==> src/rtl/ntt_ctrl_pkg.sv <==
// Shared definitions for the NTT butterfly-array controllers: scheduler state
// encoding and the read-to-write latency derivation.
package ntt_ctrl_pkg;

  typedef enum logic [1:0] {
    IDLE  = 2'd0,
    ISSUE = 2'd1,
    DRAIN = 2'd2
  } sched_state_e;

  // Cycles from a row read strobe to the matching result write strobe.
  function automatic int unsigned wr_delay(input int unsigned rd_latency,
                                           input int unsigned bf_latency);
    return rd_latency + bf_latency;
  endfunction

endpackage

==> src/rtl/delay_line.sv <==
// Fixed-depth shift register; every stage clears on reset so nothing in flight
// survives a reset.
module delay_line #(
  parameter int unsigned WIDTH = 1,
  parameter int unsigned DEPTH = 1
) (
  input  logic             clk,
  input  logic             reset,
  input  logic [WIDTH-1:0] din,
  output logic [WIDTH-1:0] dout
);

  logic [WIDTH-1:0] sr [DEPTH];

  always_ff @(posedge clk or negedge reset) begin
    if (!reset) begin
      for (int unsigned i = 0; i < DEPTH; i++) sr[i] <= '0;
    end else begin
      sr[0] <= din;
      for (int unsigned i = 1; i < DEPTH; i++) sr[i] <= sr[i-1];
    end
  end

  assign dout = sr[DEPTH-1];

endmodule

==> src/rtl/butterfly_sched.sv <==
// Pass scheduler for the butterfly array: issues row reads with twiddle
// indices, aligns result writes, and sequences NTT or single-pass multiply runs.
module butterfly_sched
  import ntt_ctrl_pkg::*;
#(
  parameter int unsigned NUM_STAGES = 7,
  parameter int unsigned BEATS      = 8,
  parameter int unsigned LUT_SIZE   = 1360,
  parameter int unsigned BF_LATENCY = 2,
  parameter int unsigned RD_LATENCY = 1,
  parameter int unsigned MUL_W_IDX  = 0
) (
  input  logic                          clk,
  input  logic                          reset,
  input  logic                          start,
  input  logic                          run_mode,
  output logic                          busy,
  output logic                          done,
  output logic                          rd_en,
  output logic [$clog2(BEATS)-1:0]      rd_addr,
  output logic                          bf_mode,
  output logic [$clog2(LUT_SIZE):0]     w_idx,
  output logic                          wr_en,
  output logic [$clog2(BEATS)-1:0]      wr_addr,
  output logic [$clog2(NUM_STAGES):0]   stage
);

  localparam int unsigned AW = $clog2(BEATS);
  localparam int unsigned WW = $clog2(LUT_SIZE) + 1;
  localparam int unsigned SW = $clog2(NUM_STAGES) + 1;
  localparam int unsigned D  = wr_delay(RD_LATENCY, BF_LATENCY);

  localparam logic [AW-1:0] LAST_BEAT  = AW'(BEATS - 1);
  localparam logic [SW-1:0] LAST_STAGE = SW'(NUM_STAGES - 1);
  localparam logic [WW-1:0] MUL_IDX    = WW'(MUL_W_IDX);

  if (NUM_STAGES * BEATS > LUT_SIZE) begin : g_lut_depth_chk
    $error("butterfly_sched: NUM_STAGES*BEATS exceeds LUT_SIZE");
  end
  if (MUL_W_IDX >= LUT_SIZE) begin : g_mul_idx_chk
    $error("butterfly_sched: MUL_W_IDX outside twiddle table");
  end
  if (D == 0) begin : g_delay_chk
    $error("butterfly_sched: read-to-write delay must be at least one cycle");
  end

  sched_state_e    state_q, state_n;
  logic [AW-1:0]   beat_q, beat_n;
  logic [SW-1:0]   stage_q, stage_n;
  logic [WW-1:0]   w_cnt_q, w_cnt_n;
  logic            mode_q, mode_n;
  logic            done_q, done_n;
  logic            last_wr;
  logic            last_pass;
  logic [AW:0]     wr_pipe;

  always_ff @(posedge clk or negedge reset) begin
    if (!reset) begin
      state_q <= IDLE;
      beat_q  <= '0;
      stage_q <= '0;
      w_cnt_q <= '0;
      mode_q  <= 1'b0;
      done_q  <= 1'b0;
    end else begin
      state_q <= state_n;
      beat_q  <= beat_n;
      stage_q <= stage_n;
      w_cnt_q <= w_cnt_n;
      mode_q  <= mode_n;
      done_q  <= done_n;
    end
  end

  assign last_wr   = wr_en && (wr_addr == LAST_BEAT);
  assign last_pass = mode_q || (stage_q == LAST_STAGE);

  always_comb begin
    state_n = state_q;
    beat_n  = beat_q;
    stage_n = stage_q;
    w_cnt_n = w_cnt_q;
    mode_n  = mode_q;
    done_n  = 1'b0;
    rd_en   = 1'b0;
    rd_addr = '0;
    w_idx   = '0;
    unique case (state_q)
      IDLE: begin
        // The done cycle already reads as idle, but a start there is not taken.
        if (start && !done_q) begin
          state_n = ISSUE;
          beat_n  = '0;
          stage_n = '0;
          w_cnt_n = '0;
          mode_n  = run_mode;
        end
      end
      ISSUE: begin
        rd_en   = 1'b1;
        rd_addr = beat_q;
        w_idx   = mode_q ? MUL_IDX : w_cnt_q;
        if (!mode_q) w_cnt_n = w_cnt_q + WW'(1);
        if (beat_q == LAST_BEAT) begin
          beat_n  = '0;
          state_n = DRAIN;
        end else begin
          beat_n = beat_q + AW'(1);
        end
      end
      DRAIN: begin
        // Next pass reads begin only once the final write of this pass is out.
        if (last_wr) begin
          if (last_pass) begin
            state_n = IDLE;
            stage_n = '0;
            mode_n  = 1'b0;
            done_n  = 1'b1;
          end else begin
            state_n = ISSUE;
            stage_n = stage_q + SW'(1);
          end
        end
      end
      default: state_n = IDLE;
    endcase
  end

  // Address travels with its strobe; both are zero when no read is issued.
  delay_line #(
    .WIDTH(AW + 1),
    .DEPTH(D)
  ) u_wr_delay (
    .clk  (clk),
    .reset(reset),
    .din  ({rd_en, rd_addr}),
    .dout (wr_pipe)
  );

  assign wr_en   = wr_pipe[AW];
  assign wr_addr = wr_pipe[AW-1:0];

  assign busy    = (state_q != IDLE);
  assign bf_mode = busy && mode_q;
  assign done    = done_q;
  assign stage   = stage_q;

endmodule
==> config.mk <==
export PLATFORM = sky130hd
export DESIGN_NAME = butterfly_sched
export DESIGN_NICKNAME = d
export VERILOG_FILES = /design/src/rtl/ntt_ctrl_pkg.sv /design/src/rtl/delay_line.sv /design/src/rtl/butterfly_sched.sv
export SDC_FILE = /design/constraint.sdc
export NUM_CORES = 1
export LEC_CHECK = 0
export CAP_MARGIN = 20
export CORE_MARGIN = 5
export CORE_UTILIZATION = 35
export DETAILED_ROUTE_END_ITERATION = 7
export PLACE_DENSITY = 0.63
export SKIP_LAST_GASP = 1
export SLEW_MARGIN = 20
export SYNTH_ARGS = -nofsm -noshare
export SYNTH_HDL_FRONTEND = slang
export SYNTH_SLANG_ARGS = --single-unit
==> constraint.sdc <==
create_clock -name clk -period 3.9 [get_ports clk]
set_input_delay 1.17 -clock clk [delete_from_list [all_inputs] [get_ports clk]]
set_output_delay 1.17 -clock clk [all_outputs]
set_load 0.05 [all_outputs]
==> impl_metrics.env <==
export IMPL_outcome="completed"
export IMPL_fmax_mhz=279
export IMPL_switchingPower_uw=634
export IMPL_max_stage_delay_ns=0.82
export IMPL_async_flop_share_pct=100
export IMPL_clk_latency_ns=0.28
export IMPL_register_area_um2=876
export IMPL_pwr_density_cell_mw_per_mm2=725
export IMPL_tns_ns=0
export IMPL_area_growth_pct=26.9
export IMPL_tightest_slew_ns=0.692
export IMPL_syn_inst=142
export IMPL_period_needed_ns=3.59
export IMPL_antenna_found_initial=0
export IMPL_syn_num_nets=151
export IMPL_synth_edf_count=0
export IMPL_finalWirelength_mm=3.22
export IMPL_dp_hpwl_mm=2.35
export IMPL_drt_first_pass_iters=4
export IMPL_diodes=0
export IMPL_worst_path_buf_inv=1
export IMPL_drt_iter0_markers=62
export IMPL_wl_per_cell_um=14.2
export IMPL_grt_busiest_layer="met2"
export IMPL_setup_viol=0
export IMPL_switching_share_pct=43.8
export IMPL_yosysWarnings=0
export IMPL_gp_congestion=0.786
export IMPL_drc_errors=0
export IMPL_cp_slowest_cell="clkdlybuf4s50_1"
export IMPL_finalHoldViolCount=0
export IMPL_cts_resized_gates=0
export IMPL_irDropWorstVdd_v=0.000333
export IMPL_p_int_uw=813
export IMPL_maxCapViolations=0
export IMPL_numCtsBuffers=5
export IMPL_io_pins=31
export IMPL_grt_ovfl_total=0
export IMPL_syn_area_per_cell_um2=11.1
export IMPL_grt_usage_pct=11.7
export IMPL_drive_gt1_share_pct=7.43
export IMPL_rsz0062_at_grt="false"
export IMPL_post_cts_buffers=0
export IMPL_synth_area_leader_cell="dfrtp_1"
export IMPL_fillers=385
export IMPL_p_leak_uw=0.000882
export IMPL_synth_yosys_seq_area_share_pct=55.7
export IMPL_crit_fanout=16
export IMPL_multi_input_area_um2=644
export IMPL_via_per_inst=5.05
export IMPL_power_frac_comb_pct=45.5
export IMPL_ctsLongestPathBuffers=2
export IMPL_clock_sink_count=35
export IMPL_use_met2_pct=19.7
export IMPL_core_area_mm2=0.00435
export IMPL_dieArea_mm2=0.00593
export IMPL_crit_chain="nor3b_2 > and2_1 > clkdlybuf4s50_1"
export IMPL_crit_type="flip-flop to output pin"
export IMPL_start_kind="flip-flop"
export IMPL_grt_pass1_wl_mm=5.53
export IMPL_p_seq_share_pct=37.4
export IMPL_power_frac_clock_pct=17.1
export IMPL_die_w_um=77.0
export IMPL_slew_violations=0
export IMPL_cts_htree_levels=2
export IMPL_io_buffer_count=30
export IMPL_synth_area_mm2=0.00157
export IMPL_nets=183
export IMPL_use_met3_pct=4.57
export IMPL_initial_core_util_pct=36.1
export IMPL_design_area_mm2=0.00200
export IMPL_worstPathArrival_ns=2.42
export IMPL_grt_pass1_vias=1215
export IMPL_ys_ff_latch=35
export IMPL_cts_tree="built"
export IMPL_crit_family="simple AND/OR/NAND/NOR gates"
export IMPL_placed_area_mm2=0.00191
export IMPL_clk_pin_slew_ns=0.07
export IMPL_synth_area_leaders="dfrtp_1 (56%), and2_1 (6.4%), ha_1 (4.0%)"
export IMPL_ys_flop_type="dfrtp_1"
export IMPL_final_core_util_pct=45.8
export IMPL_clockRootBuffer="clkbuf_8"
export IMPL_grtUsageMet1_pct=13.2
export IMPL_finalClockSkew_ns=0.00266
export IMPL_synth_cell_types=36
export IMPL_synth_top_cell_area_share_pct=55.7
export IMPL_cp_required_ns=2.73
export IMPL_fin_crit_sh_pct=92.0
export IMPL_whs_ns=0.351
export IMPL_die_h_um=77.0
export IMPL_hold_buffers=0
export IMPL_antenna_left=0
export IMPL_grt_max_degree=36
export IMPL_fp_row_count=24
export IMPL_slew_headroom_pct=53.7
export IMPL_vias=1147
export IMPL_endpoint_kind="output pin"
export IMPL_min_path_type="flip-flop to flip-flop"
==> worst reg2reg max path, cell delays in order, from the launching register on <==
cell and delay [ns]:
dfrtp_1 0.42, nor3b_2 0.62, and2_1 0.28, nand3_1 0.11, mux2i_1 0.13
==> layout by cell type (no fill, tap or decap), types with 3 or more instances in the layout <==
cell type,synthesis,routed
and2_1,16,16
nand2_1,14,14
dfrtp_1,35,35
o21ai_0,4,4
o22ai_1,3,3
xnor2_1,4,4
inv_1,3,3
clkinv_2,0,3
nand3_1,4,4
clkbuf_8,0,5
nand4_1,5,5
ha_1,5,5
xor2_1,4,4
nor2_1,8,8
clkdlybuf4s50_1,0,30
==> final timing paths <==
| check | from | endpoint | slack [ns] | cells after the start |
|---|---|---|---|---|
| max | mode_q | w_idx[2] | 0.31 | 3 |
| min | u_wr_delay.sr[4] | u_wr_delay.dout[0] | 0.35 | 0 |
| max reg2reg | mode_q | w_cnt_q[3] | 2.22 | 4 |
| min reg2reg | u_wr_delay.sr[4] | u_wr_delay.dout[0] | 0.35 | 0 |
| max in group asynchronous | reset | w_cnt_q[9] | 2.29 | 2 |
| min in group asynchronous | reset | u_wr_delay.dout[0] | 1.30 | 2 |
==> state kept, by name, summed over array words and instances (netlist names) <==
name / count
beat_q: 3
done: 1
mode_q: 1
stage: 4
state_q: 2
u_wr_delay.dout: 4
u_wr_delay.sr: 8
w_cnt_q: 12
==> cells in the mapped netlist, types with 3 or more instances <==
library cell / instances
buf_4: 3
ha_1: 5
o22ai_1: 3
and2_1: 16
inv_1: 3
nand2_1: 14
nand3_1: 4
dfrtp_1: 35
xor2_1: 4
xnor2_1: 4
buf_2: 3
nand4_1: 5
nor2_1: 8
o21ai_0: 4
==> per-stage QoR <==
| stage | total power [uW] | instances | setup WS, ns |
|---|---|---|---|
| 2_1_floorplan | 1020 | 142 | 1.14 |
| 3_3_place_gp | 1190 | 219 | 0.694 |
| 3_5_place_dp | 1220 | 219 | 0.597 |
| 4_1_cts | 1470 | 227 | 0.275 |
| 5_1_grt | 1540 | 227 | 0.0967 |
| 6_report | 1450 | 227 | 0.314 |
==> logic make-up (layout without fill, tap and decap cells) <==
logic type,after synthesis,in the layout,share of synthesized area [%]
DFF,35,35,55.7
xor gates and xnor gates,8,8,4.45
buffers and inverters,10,43,3.34
adders and majority gates,5,5,3.98
muxes,3,3,1.99
and+or+nand+nor,66,66,24.3
AOI/OAI and AO/OA,15,15,6.29
==> area by class of cell <==
class	instances	share of cell area (%)
timing repair buffer	32	15.8
sequential	35	43.9
clock buffer	5	3.45
inverter	3	0.564
clock inverter	3	0.752
multi-input combinational	97	32.3
tap	52	3.26
==> power by group through the flow <==
stage	clock [uW]	sequential (uW)	combinational, uW
detailed placement	0	550	665
global route	272	559	708
CTS	261	544	666
global placement	0	541	649
floorplan	0	545	471
finish	247	542	659
==> per-layer routing <==
| metal | share of wire [%] | routed length [um] | vias up |
|---|---|---|---|
| li1 | - | - | 550 |
| met1 | 42 | 1350 | 568 |
| met2 | 51 | 1640 | 24 |
| met3 | 5.3 | 170 | 5 |
| met4 | 1.9 | 62 | 0 |
| met5 | 0 | 0 | - |
Power figures use the tool's default switching activity.
==> RTL change 1, RTL diff (config.mk and constraints unchanged) <==
Change the parameter `BEATS` from 8 to 4.
--- a/src/rtl/butterfly_sched.sv
+++ b/src/rtl/butterfly_sched.sv
@@ -4,7 +4,7 @@
   import ntt_ctrl_pkg::*;
 #(
   parameter int unsigned NUM_STAGES = 7,
-  parameter int unsigned BEATS      = 8,
+  parameter int unsigned BEATS      = 4,
   parameter int unsigned LUT_SIZE   = 1360,
   parameter int unsigned BF_LATENCY = 2,
   parameter int unsigned RD_LATENCY = 1,
Interface: changed (resized rd_addr and wr_addr); port bits go from 31 to 29. The function was not compared with the original's and may differ.
==> RTL change 1 against the unedited design <==
Non-clock buffer count fell by 1. Power fell by 7.8%. Setup slack improved by 0.13 ns. Count of clock-buffer cells in the layout rose by 1. Wire length fell by 6.5%. Synthesized area fell by 9.7%. Maximum frequency rose by 3.7%. Via count fell by 6.5%. Sequential cell count fell by 4. Worst hold slack got worse by 0.0031 ns. First-iteration DRC count rose by 4.8%. Design area fell by 5.7%. Sequential share of layout area fell by 2.7 points. Critical endpoint is now w_idx[9]. Largest power group unchanged. Highest routed layer unchanged.
==> RTL change 1: results (changes against the unedited design) <==
Global routing:
- The first-pass GRT wire length is 5.05 mm (-8.7%).
- The largest net degree at the start of global routing is 32 (-11%).
- The overall routing resource usage is 12.6% (+0.95 points).
- The initial antenna violation count was 0 (unchanged).
- The number of global-route vias before repair is 1058 (-13%).

Outcome:
- The flow ran to the end, and the final reports show no timing, DRC or antenna violations.

Clock network:
- After clock tree synthesis, the clock-pin slew on the worst setup and hold paths is 0.06 ns.
- The maximum level of the CTS H-tree is 2 (unchanged).
- The total setup buffers inserted after CTS came to 0 (unchanged).
- The buffer type at the clock tree root is sky130_fd_sc_hd__clkbuf_8.
- The maximum count of clock buffers along a single path is 2 (unchanged).
- The clock latency of the later-clocked register in the worst-skew pair is 0.28 ns (about the same).
- The number of clock buffers inserted by TritonCTS is 5 (unchanged).
- The post-cts resize count is 0 (unchanged).

Power:
- The worst vdd rail ir drop is 0.346 mV (+3.9%).
- The static leakage was 0.000839 uW (-4.8%).

Critical path:
- The peak fanout along the critical path is 7 (-9).
- The data arrival time of the worst path is 2.29 ns (-0.13 ns).

Final layout:
- The count of filler cells inserted in the layout is 382 (-0.78%).
- The number of flip-flops under the largest register name is 12 (unchanged).
- The count of non-filler cells in the finished layout is 219 (-3.5%).
- The share of post-route cells with drive strength above 1 was 8.88% (+1.4 points).
- The count of antenna diodes in the layout came to 0 (unchanged).
- The number of nets in the layout is 176 (-3.8%).
- Counting flops per register, the top entry is w_cnt_q.

Routing:
- The wire length after detailed routing came to 3.01 mm (-6.5%).
- The iteration-0 DRC count of the detailed router is 65 (+4.8%).
- The post-detailed-route via-to-cell ratio was 4.89 (-3.1%).
- The number of detailed-routing iterations run before antenna repair is 4 (unchanged).

Place:
- The count of port buffers added during placement is 28 (-6.7%).
- The final weighted congestion in routability-driven placement came to 0.794 (+1.0%).
- The placed cell count is 211 (-3.7%).
- The post-detailed-placement half-perimeter wirelength is 2.21 mm (-6.2%).

Synthesis:
- The top flip-flop cell by instance count after synthesis is sky130_fd_sc_hd__dfrtp_1.
- The average size of a mapped cell is 10.5 um2 (-5.0%).
- The count of unique library cells instantiated by Yosys is 36 (unchanged).
- Counting instances in the post-synthesis netlist gives the leading cell types as sky130_fd_sc_hd__dfrtp_1 (31), sky130_fd_sc_hd__and2_1 (14), sky130_fd_sc_hd__nand2_1 (13), sky130_fd_sc_hd__nor2_1 (9).
- The fraction of the yosys area taken by sequential cells is 54.6% (-1.1 points).
- The synthesized net count is 143 (-5.3%).
- In the post-synthesis netlist, the biggest area contributors are sky130_fd_sc_hd__dfrtp_1 (55%), sky130_fd_sc_hd__and2_1 (6.2%), sky130_fd_sc_hd__ha_1 (3.5%).
- The fraction of synthesis flops using an asynchronous set or reset pin is 100% (unchanged).
- The number of warnings reported in the yosys synthesis log is 0 (unchanged).

Timing:
- The clock tree skew after final layout was 0.00316 ns (+0.000501 ns).
- The measured slew at the worst slew-check pin is 0.513 ns (-0.179 ns).

Hold path:
- The worst hold path belongs to the class flip-flop to flip-flop.
==> RTL change 1: cell count changes after synthesis, moves of 3 or more <==
cell,change
sky130_fd_sc_hd__nand3_1,+3
sky130_fd_sc_hd__inv_1,+4
sky130_fd_sc_hd__dfrtp_1,-4
sky130_fd_sc_hd__nand4_1,-3
==> RTL change 1: area by class of cell <==
type                            instances  area (um2)  area share (%)
Multi-Input combinational cell         92         597            31.7
Tap cell                               50        62.6            3.32
Clock inverter                          2        35.0            1.86
Clock buffer                            6        82.6            4.39
Inverter                                7        26.3            1.40
Timing Repair Buffer                   31         303            16.1
Sequential cell                        31         776            41.2
==> RTL change 1: where the power goes <==
| part | switching, uW | internal [uW] | total, uW |
|---|---|---|---|
| Clock | 120 | 206 | 326 |
| Sequential | 60.8 | 404 | 465 |
| Combinational | 361 | 183 | 544 |
| Total | 542 | 793 | 1330 |
==> RTL change 1: path summary, 6_finish.rpt <==
kind,endpoint,from,depth (start not counted),slack [ns]
max,w_idx[9],state_q[0],5,0.44
max in group asynchronous,stage[1],reset,2,2.35
min in group asynchronous,u_wr_delay.sr[7],reset,2,1.27
max reg2reg,stage[2],state_q[0],4,2.26
min reg2reg,u_wr_delay.sr[3],u_wr_delay.sr[6],0,0.35
min,u_wr_delay.sr[3],u_wr_delay.sr[6],0,0.35
==> RTL change 1: cells by family after synthesis <==
group	after synthesis	share of synthesized area [%]
buffers and inverters	12	3.79
AO/OA/AOI/OAI	20	9.34
multiplexers	2	1.41
adder cells (fa/ha/maj)	4	3.52
flip-flops	31	54.6
XOR/XNOR	6	3.70
AND/OR/NAND/NOR	60	23.6
==> RTL change 1: worst max-delay path: stages, from the launching register on <==
cell and delay (ns):
sky130_fd_sc_hd__dfrtp_1 0.44, sky130_fd_sc_hd__or2b_1 0.31, sky130_fd_sc_hd__inv_1 0.16, sky130_fd_sc_hd__nand2_1 0.16, sky130_fd_sc_hd__nor2_1 0.13, sky130_fd_sc_hd__clkdlybuf4s50_1 0.81
==> RTL change 1: per-layer routing <==
metal  vias up  GRT usage [%]  routed length, um
met5         -              0                  0
met4         0           7.85                 82
met3         6           2.60                108
met2        22           19.6               1480
met1       512           16.0               1340
li1        532              -                  -
==> RTL change 1: through the flow <==
stage | total power (uW) | setup WS (ns) | area, um2 | util (%)
finish | 1330 | 0.442 | 1880 | 47.4
global route | 1400 | 0.302 | 1880 | 47.4
CTS | 1350 | 0.428 | 1880 | 47.4
detailed placement | 1020 | 0.746 | 1760 | 44.4
global placement | 1010 | 0.824 | 1760 | 44.4
floorplan | 835 | 0.807 | 1420 | -
==> RTL change 2, RTL diff (config.mk and constraints unchanged) <==
Without the edit above. Reset style: synchronous (`reset`), changed in 2 clocked blocks.
--- a/src/rtl/delay_line.sv
+++ b/src/rtl/delay_line.sv
@@ -12,7 +12,7 @@
 
   logic [WIDTH-1:0] sr [DEPTH];
 
-  always_ff @(posedge clk or negedge reset) begin
+  always_ff @(posedge clk) begin
     if (!reset) begin
       for (int unsigned i = 0; i < DEPTH; i++) sr[i] <= '0;
     end else begin
--- a/src/rtl/butterfly_sched.sv
+++ b/src/rtl/butterfly_sched.sv
@@ -54,7 +54,7 @@
   logic            last_pass;
   logic [AW:0]     wr_pipe;
 
-  always_ff @(posedge clk or negedge reset) begin
+  always_ff @(posedge clk) begin
     if (!reset) begin
       state_q <= IDLE;
       beat_q  <= '0;
Behaviour: differs if reset is asserted again (counterexample within 4 cycles, from zero or initial values and one cycle with reset low); with reset held inactive, the same outputs for 10 cycles.
==> RTL change 2 against the unedited design <==
Design area is 2.3% higher. Setup slack better by 0.20 ns. Sequential cell count stayed put. Synthesized area is 3.3% higher. Cell count is 13% higher. Wire length is 3.7% lower. Global-route usage is 1.1 points lower. Non-clock buffer count is 2 higher.
Power is not compared: it rests on default switching activity, and its combinational part moved more than twofold at a synthesized area within 25%.
==> RTL change 2: results (changes against the unedited design) <==
Outcome:
- The flow ran to the end, and the final reports show no timing, DRC or antenna violations.

Global routing:
- The largest net degree at the start of global routing is 26 (-28%).
- The number of global-route vias before repair came to 1223 (+0.66%).
- The overall routing resource usage is 10.6% (-1.1 points).
- The first-pass GRT wire length was 5.47 mm (-1.1%).

Critical path:
- The highest cell delay on the worst timing path is 0.80 ns (-0.02 ns).
- The gate family responsible for the most delay along the worst path is buffers and inverters.
- The peak fanout along the critical path came to 11 (-5).
- The data arrival time of the worst path is 2.22 ns (-0.20 ns).

Final layout:
- The share of post-route cells with drive strength above 1 came to 7.84% (+0.41 points).
- The count of antenna diodes in the layout is 0 (unchanged).
- The number of nets in the layout came to 213 (+16%).
- The count of filler cells inserted in the layout is 443 (+15%).

Synthesis:
- The commonest cells after synthesis are sky130_fd_sc_hd__dfxtp_1 (35), sky130_fd_sc_hd__and2_1 (28), sky130_fd_sc_hd__nor2_1 (12).
- The synthesized net count is 183 (+21%).
- Yosys attributes the largest share of cell area to sky130_fd_sc_hd__dfxtp_1 (43%), sky130_fd_sc_hd__and2_1 (11%), sky130_fd_sc_hd__ha_1 (3.9%).
- The synthesized netlist cell count is 174 (+23%).
- The count of unique library cells instantiated by Yosys came to 42 (+17%).
- The fraction of synthesis flops using an asynchronous set or reset pin was 0% (-100 points).
- The fraction of the yosys area taken by sequential cells is 43.1% (-13 points).

Place:
- The post-placement worst setup slack is 0.822 ns (+0.225 ns).
- The post-detailed-placement half-perimeter wirelength is 2.22 mm (-5.9%).
- The instance area after placement is 1950 um2 (+2.2%).
- The final weighted congestion in routability-driven placement is 0.764 (-2.9%).
- The placed cell count is 249 (+14%).

Timing:
- The worst relative slew slack is 65.9% (+12 points).
- The final max-slew violation count came to 0 (unchanged).
- The clock tree skew after final layout is 0.00322 ns (+0.000560 ns).

Power:
- The static leakage is 0.000775 uW.

Routing:
- The iteration-0 DRC count of the detailed router is 51 (-18%).
- The per-cell routed wire length came to 12.1 um (-15%).
- The number of vias after detailed routing was 1259 (+9.8%).
- The post-detailed-route via-to-cell ratio is 4.92 (-2.7%).

Clock network:
- The number of clock buffers inserted by TritonCTS was 5 (unchanged).
- The total setup buffers inserted after CTS is 0 (unchanged).

Hold path:
- The tightest min-delay check is of the flip-flop to flip-flop type.
[RTL change 2: cell count changes in the layout (fill, tap and decap cells not counted), sizes merged, moves of 4 or more]
| cell | before | now |
|---|---|---|
| a21oi | 1 | 6 |
| a22oi | 0 | 5 |
| and2 | 16 | 29 |
| dfrtp | 35 | 0 |
| dfxtp | 0 | 35 |
| nand2 | 14 | 4 |
| nor2 | 8 | 12 |
| o211ai | 1 | 5 |
| xnor2 | 4 | 0 |
[RTL change 2: report_power, final]
| group | total [uW] | switching, uW | internal [uW] | leakage (uW) |
|---|---|---|---|---|
| registers | 370 | 6.57 | 363 | 0.000283 |
| clock network | 260 | 122 | 138 | 0.0000470 |
| logic | 64.1 | 38.1 | 25.9 | 0.000445 |
[RTL change 2: cell families after synthesis]
kind of cell    synth area share (%)
compound gates                  14.1
xor+xnor                        3.24
fa+ha+maj                       3.85
buf+inv                         5.39
flops                           43.1
mux                             1.23
simple gates                    29.0
[RTL change 2: worst paths after layout]
path / startpoint / endpoint / slack, ns / cells past startpoint
min reg2reg: u_wr_delay.sr[0][1] / u_wr_delay.sr[0][5] / 0.43 / 1
max: state_q[0] / rd_addr[2] / 0.51 / 5
min: u_wr_delay.sr[0][1] / u_wr_delay.sr[0][5] / 0.43 / 1
max reg2reg: state_q[1] / w_cnt_q[10] / 2.03 / 4
[RTL change 2: metal layers]
layer	track usage, %	share of wire, %	wire length (um)
met4	2.53	0.90	28
met5	0	0	0
met3	4.00	5.3	163
met2	16.6	44	1360
met1	13.7	50	1550
[RTL change 2: cell type report]
class	count	area (um2)	share of cell area [%]
multi-input combinational	122	836	40.9
clock inverter	1	5.00	0.245
inverter	6	22.5	1.10
sequential	35	701	34.3
clock buffer	6	82.6	4.04
timing repair buffer	34	330	16.2
tap	52	65.1	3.19
